--- src/rtl/synth_pkg.sv ---
// Shared definitions for the polyphonic engine: voice count, note widths,
// allocator state encoding and the helper that flattens per-voice notes.
package synth_pkg;

  localparam int VOICES = 16;
  localparam int NOTE_W = 7;
  localparam int AGE_W  = 4;
  localparam int IDX_W  = $clog2(VOICES);

  localparam logic [NOTE_W-1:0] NOTE_SILENT = '0;

  typedef enum logic [1:0] {
    IDLE,
    SCAN,
    APPLY
  } alloc_state;

  // Voice i lands at bits [i*NOTE_W +: NOTE_W] of the flat bus.
  function automatic logic [VOICES*NOTE_W-1:0] pack_notes(input logic [NOTE_W-1:0] n [VOICES]);
    logic [VOICES*NOTE_W-1:0] flat;
    flat = '0;
    for (int i = 0; i < VOICES; i++) begin
      flat[i*NOTE_W +: NOTE_W] = n[i];
    end
    return flat;
  endfunction

endpackage

--- src/rtl/voice_allocator_slot.sv ---
// One voice: its note register and a saturating age counter.
// Panic clear outranks any write; an age reset outranks an increment.
module voice_slot
  import synth_pkg::*;
(
  input  logic              clock48kHz,
  input  logic              reset,
  input  logic              clear,
  input  logic              write_note,
  input  logic [NOTE_W-1:0] note_in,
  input  logic              age_reset,
  input  logic              age_inc,
  output logic [NOTE_W-1:0] note,
  output logic [AGE_W-1:0]  age
);

  always_ff @(posedge clock48kHz or posedge reset) begin
    if (reset) begin
      note <= NOTE_SILENT;
      age  <= '0;
    end else if (clear) begin
      note <= NOTE_SILENT;
      age  <= '0;
    end else begin
      if (write_note) begin
        note <= note_in;
      end
      if (age_reset) begin
        age <= '0;
      end else if (age_inc && (age != '1)) begin
        age <= age + 1'b1;
      end
    end
  end

endmodule

--- src/rtl/voice_allocator.sv ---
// Serial note-on/off events to 16 voice note numbers: a 16-cycle scan finds
// match, free and oldest voices, then one APPLY cycle retriggers/allocates/steals.
module voice_allocator
  import synth_pkg::*;
(
  input  logic                     clock48kHz,
  input  logic                     reset,
  input  logic                     ev_valid,
  output logic                     ev_ready,
  input  logic                     ev_on,
  input  logic [NOTE_W-1:0]        ev_note,
  input  logic                     all_off,
  output logic [VOICES*NOTE_W-1:0] notes,
  output logic [VOICES-1:0]        voice_active,
  output logic                     busy
);

  alloc_state state, state_next;

  logic              lat_on;
  logic [NOTE_W-1:0] lat_note;
  logic [IDX_W-1:0]  scan_idx;
  logic              match_found, free_found;
  logic [IDX_W-1:0]  match_idx, free_idx, oldest_idx;
  logic [AGE_W-1:0]  oldest_age;
  logic              accept;

  logic [NOTE_W-1:0] note_q [VOICES];
  logic [AGE_W-1:0]  age_q  [VOICES];
  logic [VOICES-1:0] write_en, age_rst, age_up;
  logic [NOTE_W-1:0] write_val;
  logic [IDX_W-1:0]  target;

  // Panic forces ready low so a same-cycle event cannot slip in.
  assign ev_ready = (state == IDLE) && !all_off;
  assign busy     = ~ev_ready;
  assign accept   = ev_valid && ev_ready;

  always_ff @(posedge clock48kHz or posedge reset) begin
    if (reset) state <= IDLE;
    else       state <= state_next;
  end

  always_comb begin
    state_next = state;
    case (state)
      IDLE:    if (accept) state_next = SCAN;
      SCAN:    if (scan_idx == IDX_W'(VOICES - 1)) state_next = APPLY;
      APPLY:   state_next = IDLE;
      default: state_next = IDLE;
    endcase
    if (all_off) state_next = IDLE;
  end

  // Oldest uses strict '>' so age ties stay on the lowest index.
  always_ff @(posedge clock48kHz or posedge reset) begin
    if (reset) begin
      lat_on      <= 1'b0;
      lat_note    <= NOTE_SILENT;
      scan_idx    <= '0;
      match_found <= 1'b0;
      free_found  <= 1'b0;
      match_idx   <= '0;
      free_idx    <= '0;
      oldest_idx  <= '0;
      oldest_age  <= '0;
    end else if (accept) begin
      lat_on      <= ev_on;
      lat_note    <= ev_note;
      scan_idx    <= '0;
      match_found <= 1'b0;
      free_found  <= 1'b0;
      match_idx   <= '0;
      free_idx    <= '0;
      oldest_idx  <= '0;
      oldest_age  <= '0;
    end else if (state == SCAN && !all_off) begin
      if (!match_found && note_q[scan_idx] == lat_note) begin
        match_found <= 1'b1;
        match_idx   <= scan_idx;
      end
      if (!free_found && note_q[scan_idx] == NOTE_SILENT) begin
        free_found <= 1'b1;
        free_idx   <= scan_idx;
      end
      if (age_q[scan_idx] > oldest_age) begin
        oldest_age <= age_q[scan_idx];
        oldest_idx <= scan_idx;
      end
      scan_idx <= scan_idx + 1'b1;
    end
  end

  always_comb begin
    write_en  = '0;
    age_rst   = '0;
    age_up    = '0;
    write_val = lat_on ? lat_note : NOTE_SILENT;
    target    = match_found ? match_idx : (free_found ? free_idx : oldest_idx);
    if (state == APPLY && lat_note != NOTE_SILENT) begin
      if (lat_on) begin
        for (int i = 0; i < VOICES; i++) begin
          if (IDX_W'(i) == target) begin
            write_en[i] = 1'b1;
            age_rst[i]  = 1'b1;
          end else begin
            age_up[i] = (note_q[i] != NOTE_SILENT);
          end
        end
      end else if (match_found) begin
        write_en[match_idx] = 1'b1;
        age_rst[match_idx]  = 1'b1;
      end
    end
  end

  for (genvar g = 0; g < VOICES; g++) begin : g_slot
    voice_slot u_slot (
      .clock48kHz (clock48kHz),
      .reset      (reset),
      .clear      (all_off),
      .write_note (write_en[g]),
      .note_in    (write_val),
      .age_reset  (age_rst[g]),
      .age_inc    (age_up[g]),
      .note       (note_q[g]),
      .age        (age_q[g])
    );
    assign voice_active[g] = (note_q[g] != NOTE_SILENT);
  end

  assign notes = pack_notes(note_q);

endmodule

--- config.mk ---
export PLATFORM = sky130hd
export DESIGN_NAME = voice_allocator
export DESIGN_NICKNAME = d
export VERILOG_FILES = /design/src/rtl/synth_pkg.sv /design/src/rtl/voice_allocator_slot.sv /design/src/rtl/voice_allocator.sv
export SDC_FILE = /design/constraint.sdc
export NUM_CORES = 1
export LEC_CHECK = 0
export CAP_MARGIN = 20
export CORE_ASPECT_RATIO = 0.6
export CORE_MARGIN = 5
export CORE_UTILIZATION = 60
export CTS_CLUSTER_DIAMETER = 50
export DETAILED_ROUTE_END_ITERATION = 6
export DONT_BUFFER_PORTS = 1
export GPL_ROUTABILITY_DRIVEN = 0
export PLACE_DENSITY = 0.77
export SYNTH_ARGS = -nofsm -noshare
export SYNTH_HDL_FRONTEND = slang
export SYNTH_HIERARCHICAL = 1
export SYNTH_SLANG_ARGS = --single-unit
--- constraint.sdc ---
create_clock -name clock48kHz -period 4.9 [get_ports clock48kHz]
set_input_delay 1.225 -clock clock48kHz [delete_from_list [all_inputs] [get_ports clock48kHz]]
set_output_delay 1.225 -clock clock48kHz [all_outputs]
set_load 0.005 [all_outputs]
# ---- Word-level counts from Yosys, hierarchy flattened
# Cells that the tools add are included.
dict set report totals {
  input_bits 12
  elab_cells 340
  reg_bits 208
  out_inout_bits 130
}
dict set report classes {
  n_reduce_logical 86
  n_bitwise 2
  addsub 17
  magnitude_cmp 4
  mux 152
  eq_ne 37
}
# operator n
set ops {}
lappend ops {{$mux 4} 66}
lappend ops {{$mux 7} 35}
lappend ops {{$reduce_bool 7->1} 17}
lappend ops {{$mux 16} 5}
lappend ops {{$add 4x1->4 const B} 17}
lappend ops {{$ne 4x4->1 const B} 16}
lappend ops {{$reduce_bool 3->1} 16}
lappend ops {{$reduce_bool 2->1} 20}
lappend ops {{$mux 1} 39}
lappend ops {{$eq 4x4->1 const A} 8}
lappend ops {{$bmux 7 s4} 1}
lappend ops {{$logic_and 1x1->1} 23}
lappend ops {{$bmux 4 s4} 1}
lappend ops {{$eq 3x4->1 const A} 4}
lappend ops {{$eq 2x4->1 const A} 2}
lappend ops {{$reduce_and 2->1} 4}
lappend ops {{$eq 7x7->1} 1}
lappend ops {{$logic_not 7->1} 1}
lappend ops {{$mux 2} 3}
lappend ops {{$ne 3x3->1 const B} 2}
lappend ops {{$ge 5x5->1 const B} 1}
lappend ops {{$lt 4x5->1 const B} 1}
lappend ops {{$not 4->5} 1}
lappend ops {{$demux 1 s4} 1}
lappend ops {{11 further kinds} 13}

# ---- Longest topological paths before layout
# Gate-level depths: netlist of the first run.
dict set report logic_depth {
  word_depth 10
  mapped_depth 16
  depth_no_buf 11
}

# ---- Hierarchy
# Netlist of the first run, hierarchy kept.
# mod area_each_um2 instances seq_area_each_um2 cells_each
set modules_own_cells {}
lappend modules_own_cells {voice_slot 499.2 16 275.3 47}
lappend modules_own_cells {voice_allocator 4150.2 1 800.8 447}

# ---- Worst setup path before layout of the first run
# Ideal clock, no wire load.
dict set report synth_path {
  path_type {flip-flop to flip-flop}
  start {register scan_idx[0]}
  end {register oldest_age[0]}
  slack_ps 1268
  required_time_ps 4817
  synth_period_minus_slack_ps 3632
  n_path_buf 5
  arrival_time_ps 3549
  path_stages_with_launch 15
  setup_time_ps 83
  path_cell_list {dfrtp_1 buf_6 buf_6 buf_6 buf_2 mux4_2 mux4_2 ha_1 nor2b_1 o21a_1 o21a_1 o21ai_0 clkbuf_1 nand3_1 o21ai_0}
}
dict set report synth_between {
  elab_chain_len 7
  word_cells_on_any_way 10
  cone_classes {order compare (1); mux (6); bitwise (1); reduce/logical (2)}
}
# element line_no
set synth_lines {}
lappend synth_lines {{from (decl)} voice_allocator.sv:22} ;# logic [IDX_W-1:0] scan_idx;
lappend synth_lines {{from (signal assigned)} voice_allocator.sv:90} ;# scan_idx <= scan_idx + 1'b1;
lappend synth_lines {{$not 4->5 (implied by the code) (*)} {voice_allocator.sv:86, voice_allocator.sv:87}}
lappend synth_lines {{$bmux 4 s4 (*)} {voice_allocator.sv:86, voice_allocator.sv:87}}
lappend synth_lines {{$mux 4 (implied by the code) (*) (2 in a row)} {voice_allocator.sv:86, voice_allocator.sv:87}}
lappend synth_lines {{$gt 4x4->1 or $mux 4 (tied branches)} voice_allocator.sv:86} ;# if (age_q[scan_idx] > oldest_age) begin
lappend synth_lines {{$reduce_bool 2->1 (no source line) or $mux 4 (tied branches)} --}
lappend synth_lines {{$reduce_and 2->1 (no source line) or $mux 4 (tied branches)} --}
lappend synth_lines {{to (signal assigned)} voice_allocator.sv:87} ;# oldest_age <= age_q[scan_idx];
lappend synth_lines {{to (decl)} voice_allocator.sv:25} ;# logic [AGE_W-1:0] oldest_age;
# Mark *: on every way between the ends. The rest lies on a longest branch, timed or not. The select of a mux whose other input is x is not followed.
# A chain may end at the register's enable or synchronous reset.

# ---- Worst setup path in the final report of the first run
dict set report layout_path {
  start {register scan_idx[0]}
  end {register oldest_age[2]}
}
# Same word-level chain as after synthesis.

==> flow_summary_export.csv, run 1 <==
group,metric,value,unit
logic_synthesis,synth_warnings,6,
setup_path,reg2reg_from,"scan_idx[0]",
setup_path,crit_start,"scan_idx[0]",
logic_synthesis,synth.distinct_cells,52,
global_routing,grt_pass1_wl,60.8,mm
clock_tree,clk-insertion-delay-late,520,ps
route,drt_first_pass_iters,7,
route,detail_route.vias_per_cell,7.12,
power_and_ir_drop,vdd_ir_drop_max,0.254,mV
clock_tree,ctsLongestPathBuffers,3,
timing,worst_pin_slew,1220,ps
timing,rsz0062_at_grt,"no",
logic_synthesis,ys_async_rst_share,1.00,
floorplanning,floorplan.core_area,20000,µm²
place,post-place-cells,1429,
logic_synthesis,synth.area.top_cells,"dfrtp_1, mux2i_1, mux4_2",
floorplanning,floorplan.io_pins,142,
timing,finalSetupTns,0,ps
clock_tree,cts_hold_buf,0,
finish,finish.net_count,1215,
logic_synthesis,synth_largest_area_cell,"dfrtp_1",
timing,max_freq,262,MHz
setup_path,cp_cell_sequence,"mux4_2 -> mux4_2 -> ha_1 -> nor2b_1 -> o21a_1 -> o21a_1 -> o21ai_0 -> buf_4 -> mux2_2",
clock_tree,number_of_clock_sinks_seen_by_cts,208,
finish,layout-area-overhead-vs-synth,7.38,%
timing,fin_skew,13.9,ps
floorplanning,fp-row-count,40,
finish,final_cell_count_no_fill,1469,
clock_tree,cts_made_buffers,22,
power_and_ir_drop,power-per-cell-area,311,nW/µm²
route,routed_length_per_instance,27.2,µm
worst_hold_path,hold_path_class,"reg2reg",
setup_path,worst_ep_arrival_time,4210,ps
place,place.detailed.hpwl,27.9,mm
logic_synthesis,syn-instance-count,1199,
logic_synthesis,synth_fp_nets,1232,
global_routing,number_of_antenna_violations_at_the_first_check_in_global_routing,0,
setup_path,critical_path_required,5300,ps
clock_tree,post_cts.resized_instances,0,
setup_path,critPathCaptureType,"register",
clock_tree,cts_tree,"built",
floorplanning,dieArea,23300,µm²
logic_synthesis,number_of_enable_type_register_cells_in_the_synthesized_netlist,0,
setup_path,crit_end,"oldest_age[2]",
setup_path,critical_path.reg2reg.endpoint,"oldest_age[2]",
timing,fin_crit,3810,ps
clock_tree,path_clk_slew,70,ps
clock_tree,cts_max_level,1,
route,vias,10465,
global_routing,grt_max_degree,148,
setup_path,timing.critical_path.fanout_max,27,
logic_synthesis,synthesis.area_per_instance,10.1,µm²
setup_path,critPathSlowestCell,"dfrtp_2",
route,totalWireLength,39.9,mm
setup_path,setup.reg_to_reg.worst_slack,1090,ps
power_and_ir_drop,design_power_total,4.05,mW
timing,fin_ws,1090,ps
logic_synthesis,postSynthRegisterBits,208,
timing,timing.final.max_slew_violations,0,
setup_path,slowest_delay,890,ps
clock_tree,cts_setup_buffers,0,
timing,setup_violations,0,
place,dp_slack,1170,ps
logic_synthesis,synth-main-ff-cell,"dfrtp_1",
finish,antenna_cells,0,
timing,final_hold_viol_count,0,
global_routing,track_usage,0.332,
timing,fin_hold_ws,519,ps
setup_path,cp-start-kind,"register",
setup_path,worstSetupPathType,"reg2reg",
finish,drive_gt1_frac,0.0920,
timing,slew_headroom,0.189,
logic_synthesis,mappedNetlistArea,12100,µm²
job,maxCapViolations,0,
floorplanning,fp.dieW,194,µm
place,numPortBuffers,0,
floorplanning,die-height,120,µm
global_routing,grt_overflow_total,0,
timing,period_utilization_post_route,0.778,
run_status,run_status,"finished clean",
floorplanning,initial_utilization,0.608,
power_and_ir_drop,leakage,5.55,nW
route,drc,0,
logic_synthesis,ys_seq_area_frac,0.429,
setup_path,timing.reg2reg.worst_path_depth,9,
route,drt_first_iter_violations,1568,
route,antenna_left,0,
clock_tree,cts_root_buffer,"clkbuf_16",
logic_synthesis,synth_largest_type_area_fraction,0.429,
global_routing,number_of_global_route_vias_before_repair,9939,
==> worst min-delay path by stage <==
stage / from / end / slack, ps / cells past startpoint
2_1_floorplan: oldest_idx[3] / oldest_idx[3] / 460 / 2
3_3_place_gp: oldest_idx[3] / oldest_idx[3] / 490 / 2
3_5_place_dp: oldest_idx[3] / oldest_idx[3] / 500 / 2
4_1_cts: oldest_idx[3] / oldest_idx[3] / 520 / 2
5_1_grt: oldest_age[0] / oldest_age[0] / 530 / 2
6_report: oldest_idx[3] / oldest_idx[3] / 520 / 2
==> layer usage <==
layer | up-vias | global-route usage | wire length, µm
met4 | 0 | 0.0862 | 1180
met5 | - | 0 | 0
met2 | 831 | 0.450 | 16200
met1 | 5149 | 0.496 | 16300
met3 | 103 | 0.134 | 6210
li1 | 4382 | - | -
==> critical path: cells and delay by family, from the launching register on <==
kind,cells,cell delay (ps)
AOI/OAI and AO/OA,3,610
adders and majority gates,1,340
buffers and inverters,1,240
DFF,1,890
muxes,3,1440
and+or+nand+nor,1,160
==> cells in the final DEF (no fill, tap or decap), types with 4 or more instances in the layout <==
master,count
a2111oi_1,16
a21boi_0,17
a21oi_1,23
a221oi_1,16
and2_1,9
and3_1,17
buf_4,21
clkbuf_1,6
clkbuf_16,23
dfrtp_1,206
ha_1,21
inv_1,58
mux2_2,11
mux2i_1,133
mux4_1,13
mux4_2,32
nand2_1,103
nand2b_1,6
nand3_1,57
nand4_1,24
nand4b_1,32
nor2_1,171
nor2b_1,7
nor3_1,37
nor4_1,17
o211ai_1,18
o21a_1,6
o21ai_0,37
o22ai_1,12
o32ai_2,4
xnor2_1,6
==> synth_stat cells (24+ instances only) <==
cell,count
clkbuf_1,28
dfrtp_1,208
inv_1,58
mux2i_1,133
mux4_2,32
nand2_1,103
nand3_1,57
nand4_1,24
nand4b_1,32
nor2_1,171
nor3_1,37
o21ai_0,37
==> stage by stage <==
| stage | cell area (µm²) | util |
|---|---|---|
| 2_1_floorplan | 12100 | - |
| 3_3_place_gp | 12300 | 0.616 |
| 3_5_place_dp | 12300 | 0.616 |
| 4_1_cts | 13000 | 0.652 |
| 5_1_grt | 13000 | 0.653 |
| 6_report | 13000 | 0.653 |
==> cells by family (layout without fill, tap and decap cells) <==
logic type      Yosys count  count (layout)  share of synthesized area
mux                     190             190                      0.209
xor+xnor                  8               8                    0.00577
compound gates          162             162                     0.0948
simple gates            487             487                      0.193
flops                   208             208                      0.429
buf+inv                 123             120                     0.0470
fa+ha+maj                21              21                     0.0216
==> power breakdown <==
| part | switching, mW | internal, mW |
|---|---|---|
| clock | 0.721 | 0.960 |
| sequential | 0.125 | 1.75 |
| combinational | 0.314 | 0.186 |
| total | 1.16 | 2.89 |
==> flip-flops by register name (all words and copies together) (netlist names) <==
signal              flops
free_found              1
free_idx                4
g_slot.u_slot/age      64
g_slot.u_slot/note    112
lat_note                7
lat_on                  1
match_found             1
match_idx               4
oldest_age              4
oldest_idx              4
scan_idx                4
state                   2
==> area by class of cell <==
class | count | area [µm²]
Fill cell | 1542 | 6940
Multi-Input combinational cell | 868 | 6380
Sequential cell | 208 | 5210
Clock buffer | 32 | 639
Tap cell | 273 | 342
Inverter | 60 | 225
Timing Repair Buffer | 22 | 173
Clock inverter | 6 | 62.6
Power figures use the tool's default switching activity.
==> run 2, diff against run 1 <==
clock period = 3.9 ns   (was 4.9 ns; I/O delays follow)
==> flow_summary_export.csv, run 2 (synthesis results as in run 1) <==
group,metric,value,unit
power_and_ir_drop,vdd_ir_drop_max,0.273,mV
route,totalWireLength,39.9,mm
place,postPlaceCellArea,12400,µm²
finish,layout-area-overhead-vs-synth,8.14,%
clock_tree,number_of_clock_sinks_seen_by_cts,208,
finish,antenna_cells,0,
timing,fin_crit,3550,ps
timing,fin_hold_ws,342,ps
route,vias,10445,
setup_path,cp_cell_sequence,"buf_4 -> mux4_2 -> mux4_2 -> ha_1 -> o21a_1 -> o21a_1 -> o21ai_0 -> buf_4 -> nand3_1 -> o21ai_0",
route,routed_length_per_instance,27.0,µm
job,maxCapViolations,0,
timing,fin_skew,19.7,ps
clock_tree,post_cts.resized_instances,0,
timing,setup_violations,0,
setup_path,setup.reg_to_reg.worst_slack,350,ps
place,place.detailed.hpwl,28.6,mm
setup_path,timing.critical_path.fanout_max,16,
clock_tree,ctsLongestPathBuffers,3,
timing,max_freq,282,MHz
setup_path,slowest_delay,640,ps
power_and_ir_drop,clock_power_share,0.404,
place,post-place-cells,1446,
clock_tree,cts_hold_buf,0,
setup_path,worstSetupPathType,"reg2reg",
clock_tree,path_clk_slew,70,ps
timing,fin_ws,350,ps
timing,finalSetupTns,0,ps
timing,period_utilization_post_route,0.910,
timing,final_hold_viol_count,0,
finish,finish.net_count,1229,
clock_tree,cts_root_buffer,"clkbuf_16",
timing,timing.final.max_slew_violations,0,
global_routing,grt_max_degree,148,
route,drt_first_pass_iters,6,
power_and_ir_drop,swShare,0.287,
clock_tree,cts_tree,"built",
floorplanning,dieArea,23300,µm²
finish,final_cell_area,13100,µm²
clock_tree,clk-insertion-delay-late,520,ps
finish,fillerInstances,1535,
floorplanning,fp-row-count,40,
finish,largest-register,"g_slot.u_slot/note",
power_and_ir_drop,power.internal,3.58,mW
floorplanning,floorplan.core_area,20000,µm²
clock_tree,cts_setup_buffers,0,
global_routing,number_of_global_route_vias_before_repair,9939,
power_and_ir_drop,design_power_total,5.02,mW
finish,final_cell_count_no_fill,1482,
power_and_ir_drop,power_switching,1.44,mW
place,dp_slack,356,ps
floorplanning,fp.dieW,194,µm
worst_hold_path,hold_path_class,"in2async",
global_routing,track_usage,0.332,
floorplanning,die-height,120,µm
timing,worst_pin_slew,1240,ps
global_routing,number_of_antenna_violations_at_the_first_check_in_global_routing,0,
clock_tree,cts_max_level,1,
finish,top_regs,"g_slot.u_slot/note: 112 flops, g_slot.u_slot/age: 64 flops, lat_note: 7 flops",
route,antenna_left,0,
timing,rsz0062_at_grt,"no",
finish,layout.cells.most_common,"dfrtp_1",
clock_tree,cts_made_buffers,21,
setup_path,worst_ep_arrival_time,3970,ps
power_and_ir_drop,power.combinational.fraction,0.136,
global_routing,grt_overflow_total,0,
place,numPortBuffers,0,
setup_path,critPathCaptureType,"register",
setup_path,critPathSlowestCell,"dfrtp_2",
floorplanning,floorplan.io_pins,142,
setup_path,critical_path_required,4320,ps
power_and_ir_drop,leakage,5.61,nW
setup_path,cp-start-kind,"register",
route,drt_first_iter_violations,1457,
run_status,run_status,"finished clean",
global_routing,grt_pass1_wl,60.3,mm
route,detail_route.vias_per_cell,7.05,
finish,largest_reg_flops,112,
route,drc,0,
power_and_ir_drop,power.share.sequential,0.460,
finish,final_util,0.657,
finish,drive_gt1_frac,0.104,
floorplanning,initial_utilization,0.608,
power_and_ir_drop,power-per-cell-area,382,nW/µm²
timing,slew_headroom,0.170,
finish,mostFrequentLayoutCells,"dfrtp_1, nor2_1, mux2i_1",
[run 2: cell type report]
class                           count  area, µm²  area share
Inverter                           60        225      0.0172
Sequential cell                   208       5210       0.397
Multi-Input combinational cell    868       6380       0.486
Tap cell                          273        342      0.0260
Clock inverter                      8       85.1     0.00648
Timing Repair Buffer               37        290      0.0221
Clock buffer                       28        592      0.0451
[run 2: power groups by stage]
| stage | clock (mW) | sequential, mW | combinational [mW] |
|---|---|---|---|
| 4_1_cts | 2.02 | 2.30 | 0.661 |
| 6_report | 2.03 | 2.31 | 0.682 |
| 3_3_place_gp | 0 | 2.34 | 0.653 |
| 2_1_floorplan | 0 | 2.26 | 0.586 |
| 3_5_place_dp | 0 | 2.34 | 0.658 |
| 5_1_grt | 2.13 | 2.31 | 0.718 |
[run 2: critical path: cells and delay by family, from the launching register on]
kind | cells | cell delay, ps
AO/OA/AOI/OAI | 4 | 830
adder cells (fa/ha/maj) | 1 | 310
buffers and inverters | 2 | 580
flip-flops | 1 | 640
multiplexers | 2 | 1020
AND/OR/NAND/NOR | 1 | 80
[run 2: path summary, 6_finish.rpt]
kind                                             to           from  depth (start not counted)
hold reg to reg                       oldest_idx[3]  oldest_idx[3]                          2
setup / recovery                      oldest_age[0]    scan_idx[0]                         10
max in group asynchronous               scan_idx[0]          reset                          2
setup reg to reg                      oldest_age[0]    scan_idx[0]                         10
hold / removal             g_slot[7].u_slot/note[0]          reset                          1
min in group clock48kHz               oldest_idx[3]  oldest_idx[3]                          2
[run 2: routing by layer]
metal / vias to the layer above / global-route usage / wire [µm]
met4: 2 / 0.0782 / 1100
met1: 5104 / 0.492 / 16000
met2: 842 / 0.456 / 16200
met3: 104 / 0.136 / 6620
li1: 4393 / - / -
met5: - / 0.0174 / 48
